## config.mk

```make
export PLATFORM = sky130hd
export DESIGN_NAME = io_prog_loader
export DESIGN_NICKNAME = d
export VERILOG_FILES = /design/src/rtl/io_prog_loader.sv
export SDC_FILE = /design/constraint.sdc
export NUM_CORES = 1
export LEC_CHECK = 0
export CAP_MARGIN = 20
export CORE_MARGIN = 5
export CORE_UTILIZATION = 45
export DETAILED_ROUTE_END_ITERATION = 8
export PLACE_DENSITY = 0.76
export SLEW_MARGIN = 0
export SYNTH_ARGS = -nofsm -noshare
export SYNTH_HDL_FRONTEND = slang
export SYNTH_SLANG_ARGS = --single-unit
```

## constraint.sdc

```tcl
create_clock -name prog_clk -period 3 [get_ports prog_clk]
set_clock_uncertainty 0.1 [all_clocks]
set_input_delay 0.9 -clock prog_clk [delete_from_list [all_inputs] [get_ports prog_clk]]
set_output_delay 0.9 -clock prog_clk [all_outputs]
set_load 0.1 [all_outputs]
```

## src/rtl/io_prog_loader.sv

```systemverilog
// Serial configuration-chain sequencer for an I/O bank: streams host words into
// the chain (LOAD) or recirculates the chain to read it back as words (READ).
module io_prog_loader #(
  parameter int CHAIN_LEN = 20,
  parameter int WORD_W    = 8,
  parameter int CNT_W     = $clog2(CHAIN_LEN + 1)
) (
  input  logic              prog_clk,
  input  logic              prog_rst,
  input  logic              cmd_load,
  input  logic              cmd_read,
  input  logic [WORD_W-1:0] wr_data,
  input  logic              wr_valid,
  output logic              wr_ready,
  output logic [WORD_W-1:0] rd_data,
  output logic              rd_valid,
  input  logic              rd_ready,
  output logic              prog_data,
  input  logic              prog_ret,
  output logic              prog_en,
  output logic              busy,
  output logic              done
);

  localparam int RW = $clog2(WORD_W + 1);

  typedef enum logic [1:0] {S_IDLE, S_LOAD, S_READ, S_FINISH} state_t;

  state_t            state_q, state_d;
  logic [CNT_W-1:0]  bitcnt_q, bitcnt_d, bitcnt_nx;
  logic [WORD_W-1:0] sbuf_q, sbuf_d;
  logic [RW-1:0]     rem_q, rem_d;
  logic [WORD_W-1:0] col_q, col_d, col_n;
  logic [RW-1:0]     colcnt_q, colcnt_d, cnt_n;
  logic [WORD_W-1:0] rd_data_q, rd_data_d;
  logic              rd_valid_q, rd_valid_d;
  logic              prog_en_q, prog_en_d;
  logic              prog_data_q, prog_data_d;
  logic              shift, accept;
  int                left_i;

  // A registered prog_en means the chain shifts at the edge that ends this cycle
  assign shift     = prog_en_q;
  assign bitcnt_nx = bitcnt_q + CNT_W'(shift);
  assign accept    = wr_valid & wr_ready;

  always_ff @(posedge prog_clk or posedge prog_rst) begin
    if (prog_rst) begin
      state_q     <= S_IDLE;
      bitcnt_q    <= '0;
      sbuf_q      <= '0;
      rem_q       <= '0;
      col_q       <= '0;
      colcnt_q    <= '0;
      rd_data_q   <= '0;
      rd_valid_q  <= 1'b0;
      prog_en_q   <= 1'b0;
      prog_data_q <= 1'b0;
    end else begin
      state_q     <= state_d;
      bitcnt_q    <= bitcnt_d;
      sbuf_q      <= sbuf_d;
      rem_q       <= rem_d;
      col_q       <= col_d;
      colcnt_q    <= colcnt_d;
      rd_data_q   <= rd_data_d;
      rd_valid_q  <= rd_valid_d;
      prog_en_q   <= prog_en_d;
      prog_data_q <= prog_data_d;
    end
  end

  always_comb begin
    state_d = state_q;
    case (state_q)
      S_IDLE: begin
        if (cmd_load)      state_d = S_LOAD;
        else if (cmd_read) state_d = S_READ;
      end
      S_LOAD:
        if (int'(bitcnt_nx) == CHAIN_LEN) state_d = S_FINISH;
      S_READ:
        if (int'(bitcnt_q) == CHAIN_LEN && colcnt_q == '0 && rd_valid_q && rd_ready)
          state_d = S_FINISH;
      S_FINISH: state_d = S_IDLE;
      default:  state_d = S_IDLE;
    endcase
  end

  always_comb begin
    bitcnt_d    = bitcnt_q;
    sbuf_d      = sbuf_q;
    rem_d       = rem_q;
    col_d       = col_q;
    colcnt_d    = colcnt_q;
    rd_data_d   = rd_data_q;
    rd_valid_d  = rd_valid_q;
    prog_en_d   = 1'b0;
    prog_data_d = 1'b0;
    col_n       = col_q;
    cnt_n       = colcnt_q;
    left_i      = CHAIN_LEN - int'(bitcnt_nx);
    case (state_q)
      S_IDLE: begin
        bitcnt_d  = '0;
        sbuf_d    = '0;
        rem_d     = '0;
        col_d     = '0;
        colcnt_d  = '0;
        prog_en_d = cmd_read & ~cmd_load;
      end
      S_LOAD: begin
        bitcnt_d = bitcnt_nx;
        if (accept) begin
          // Final word keeps only the bits the chain still needs
          sbuf_d = wr_data;
          rem_d  = (left_i >= WORD_W) ? RW'(WORD_W) : RW'(left_i);
        end else if (shift) begin
          sbuf_d = sbuf_q >> 1;
          rem_d  = rem_q - RW'(1);
          if (rem_d == '0) sbuf_d = '0;
        end
        prog_en_d   = (rem_d != '0);
        prog_data_d = (rem_d != '0) & sbuf_d[0];
      end
      S_READ: begin
        bitcnt_d   = bitcnt_nx;
        rd_valid_d = rd_valid_q & ~rd_ready;
        if (shift) begin
          col_n = col_q | (WORD_W'(prog_ret) << colcnt_q);
          cnt_n = colcnt_q + RW'(1);
        end
        // The filling bit is forwarded in the same edge so streaming stays gapless
        if ((cnt_n == RW'(WORD_W) || (cnt_n != '0 && int'(bitcnt_nx) == CHAIN_LEN)) &&
            (!rd_valid_q || rd_ready)) begin
          rd_data_d  = col_n;
          rd_valid_d = 1'b1;
          col_d      = '0;
          colcnt_d   = '0;
        end else begin
          col_d    = col_n;
          colcnt_d = cnt_n;
        end
        prog_en_d = (int'(bitcnt_nx) < CHAIN_LEN) && (colcnt_d != RW'(WORD_W));
      end
      default: begin
        rd_valid_d = 1'b0;
      end
    endcase
  end

  always_comb begin
    busy      = (state_q == S_LOAD) || (state_q == S_READ);
    done      = (state_q == S_FINISH);
    prog_en   = prog_en_q;
    prog_data = (state_q == S_READ) ? prog_ret : prog_data_q;
    rd_data   = rd_data_q;
    rd_valid  = rd_valid_q;
    wr_ready  = 1'b0;
    if (state_q == S_LOAD) begin
      if (rem_q == '0)
        wr_ready = int'(bitcnt_q) < CHAIN_LEN;
      else if (rem_q == RW'(1) && prog_en_q)
        wr_ready = (int'(bitcnt_q) + 1) < CHAIN_LEN;
    end
  end

endmodule

```

==> flow_summary.toml, run 1 <==
[timing]
rsz0062_at_grt = "yes"
hold_viol_final = 0
hold-worst-slack_ns = 0.3821
setup_viol = 0
drv_slew = 0
slew_headroom = 0.6407
max_freq_ghz = 0.3379
worst_pin_slew_ns = 0.5390
min_period_ns = 2.959
period_share = 0.9864

[yosys]
synthDominantCellAreaShare = 0.3892
syn_area_per_cell_um2 = 8.941
ys_seq_area_frac = 0.3892
syn_nets = 331
synth-edff-count = 0
synthArstFlopShare = 1.000
syn_inst = 302
synth_top_cell_by_area = "dfrtp_1"
ys_ff_latch = 42
synth_warnings = 0
ys_types = 62
netlist_area_um2 = 2700
ys_top_cells_by_area = "dfrtp_1 39%, ha_1 6.5%, a21oi_1 5.0%"
synth_ff_type = "dfrtp_1"

[floorplan]
die_y_um = 87.46
chipWidth_um = 87.46
start_util = 0.4588
dieArea_um2 = 7649
placementRows = 28
core_um2 = 5886
num_io_pins = 29

[layout]
fillers = 506
layout_commonest_cell = "dfrtp_1"
fin_util = 0.5506
layout_common_cells = "39 x dfrtp_1, 32 x nor2_1, 29 x buf_4, 27 x a21oi_1, 25 x nand2_1"
nNetsFinal = 365
drive_above_1_share = 0.1721
n_antenna_cell = 0
area_growth_pct = 20.02

[placed_design]
dpl.hpwl_mm = 4.642
place_congestion = 0.9081
io_buffers = 28

[power]
clkPwrFrac = 0.116
peakVddDrop_mv = 0.8988
p_comb_frac = 0.647
power.density_nw_per_um2 = 1205
leakagePower_uw = 0.001461
switching_share = 0.5282
power_switching_uw = 2062
power.internal_uw = 1842
p_seq_frac = 0.237

[clocking]
cts_buffer_depth = 2
ctsHoldBuffers = 0
ctsRootBufferMaster = "clkbuf_8"
numCtsBuffers = 5
cts.sinks = 42
clock_latency_ns = 0.30
cts_tree = "done"
path_clk_slew_ns = 0.09
htreeDepth = 2

[setup_path]
crit_chain = "inv_4 > ha_4 > and3b_1 > o31a_1 > nor4b_4 > buf_12"
path_max_fanout = 5
slowest_delay_ns = 0.43
critPathLaunchType = "flip-flop"
critPathTopFamily = "simple AND/OR/NAND/NOR gates"
worstPathArrival_ns = 1.96
crit_buf_inv = 2
crit_required_ns = 2.00
crit_type = "flip-flop to output pin"
cpMaxStageDelayCell = "dfrtp_2"
cp-end-kind = "output pin"

[global_route]
grt_remaining_overflow = 0
first_global_vias = 2302
grt_max_degree = 43
grt_use_total = 0.1823
grt_first_pass_wirelength_mm = 11.03
antenna_found_initial = 0

[route]
wl_met2_mm = 3.017
drcViolationCount = 0
vias = 2393
wire_per_inst_um = 15.53
top_layer = "met4"
viasPerCell = 5.808
drtPass1Iterations = 5
dr_wl_met3_um = 367
wl_mm = 6.398
drt-initial-drc-count = 84
met1Wirelength_mm = 2.908
antenna_left = 0

[worst_hold_path]
hold_class = "flip-flop to flip-flop"

[run_status]
status = "complete, no violations"

[flow_run]
drv_cap = 0
## Yosys cell counts (5+ instances only)
cell type and count:
ha_1 14, xor2_1 5, clkbuf_1 7, o21ai_0 11, a31oi_1 5, a41oi_1 8, inv_1 19, nor2_1 32
nand2_1 25, a21oi_1 27, a21o_1 6, nand3_1 12, buf_2 5, a22o_1 9, dfrtp_1 42
## layout make-up
type	count	area [µm²]	share of cell area
flip-flops and latches	42	1055	0.3255
well taps	75	93.84	0.02896
inverters	19	73.82	0.02278
clock buffers	6	72.57	0.02239
multi-input cells	222	1490	0.4598
clock inverters	2	37.54	0.01158
repair buffers	46	417.9	0.1290
## tightest hold or removal path, cell delays in order (launching register included)
cell	delay, ns
dfrtp_1	0.35
nand2_1	0.05
nand2_1	0.06
## state kept, by name (all words and copies together), names as in the netlist
register,cells
rd_valid,1
colcnt_q,4
sbuf_q,8
col_q,8
rem_q,4
bitcnt_q,5
prog_data_q,1
rd_data,8
prog_en,1
state_q,2
## logic make-up after synthesis
kind of cell               synth area share
buffers and inverters               0.06904
DFF                                  0.3893
AOI/OAI and AO/OA                    0.2354
muxes                              0.007878
xor gates and xnor gates            0.03198
adders and majority gates           0.06488
and+or+nand+nor                      0.2016
## routing by layer
metal	up-vias	global-route usage
met5	-	0
met4	0	0.05997
met3	11	0.04352
met2	67	0.2884
met1	1162	0.2447
li1	1153	-
## power groups by stage
stage | clock network [µW] | logic (µW) | registers, µW
floorplan | 0 | 1400 | 1390
global placement | 0 | 2410 | 940
detailed placement | 0 | 2450 | 944
CTS | 462 | 2510 | 918
global route | 485 | 2730 | 956
finish | 453 | 2530 | 925
## path summary, 6_finish.rpt
check | slack, ns | cells past startpoint | endpoint | from
min | 0.38 | 2 | sbuf_q[0]$_DFFE_PP0P_ | sbuf_q[0]$_DFFE_PP0P_
min reg2reg | 0.38 | 2 | sbuf_q[0]$_DFFE_PP0P_ | sbuf_q[0]$_DFFE_PP0P_
max | 0.04 | 6 | wr_ready | rem_q[1]$_DFFE_PP0P_
max reg2reg | 0.18 | 10 | prog_en$_DFF_PP0_ | bitcnt_q[0]$_DFFE_PP0P_
max in group asynchronous | 1.46 | 3 | prog_en$_DFF_PP0_ | prog_rst
min in group asynchronous | 0.93 | 3 | sbuf_q[6]$_DFFE_PP0P_ | prog_rst
## per-stage QoR
| stage | instances | instance area, µm² | setup TNS (ns) | setup WS (ns) | total power (µW) |
|---|---|---|---|---|---|
| final | 412 | 3241 | 0 | 0.04074 | 3904 |
| after global routing | 412 | 3241 | -0.03812 | -0.03812 | 4176 |
| after CTS | 412 | 3228 | 0 | 0.01661 | 3890 |
| after detailed placement | 402 | 3102 | 0 | 0.1670 | 3398 |
| after global placement | 402 | 3102 | 0 | 0.1858 | 3353 |
| after floorplan | 302 | 2720 | -0.2449 | -0.2449 | 2791 |
## timing repair
item / CTS / global route
gates resized for setup: 1 / 3
buffers inserted: 2 / 0
endpoints found under the setup margin: 1 / 1
gates cloned: 0 / 0
pin swaps: 1 / 1
Power figures use the tool's default switching activity.
==> inputs of run 2 (changes only) <==
--- a/config.mk
+++ b/config.mk
@@ -8,7 +8,9 @@
 export CAP_MARGIN = 20
 export CORE_MARGIN = 5
 export CORE_UTILIZATION = 45
+export CTS_CLUSTER_DIAMETER = 80
 export DETAILED_ROUTE_END_ITERATION = 8
+export HOLD_SLACK_MARGIN = 0.05
 export PLACE_DENSITY = 0.76
 export SLEW_MARGIN = 0
 export SYNTH_ARGS = -nofsm -noshare
==> results of run 2 <==
No change in the layout: final DEF, timing and power equal those of run 1.
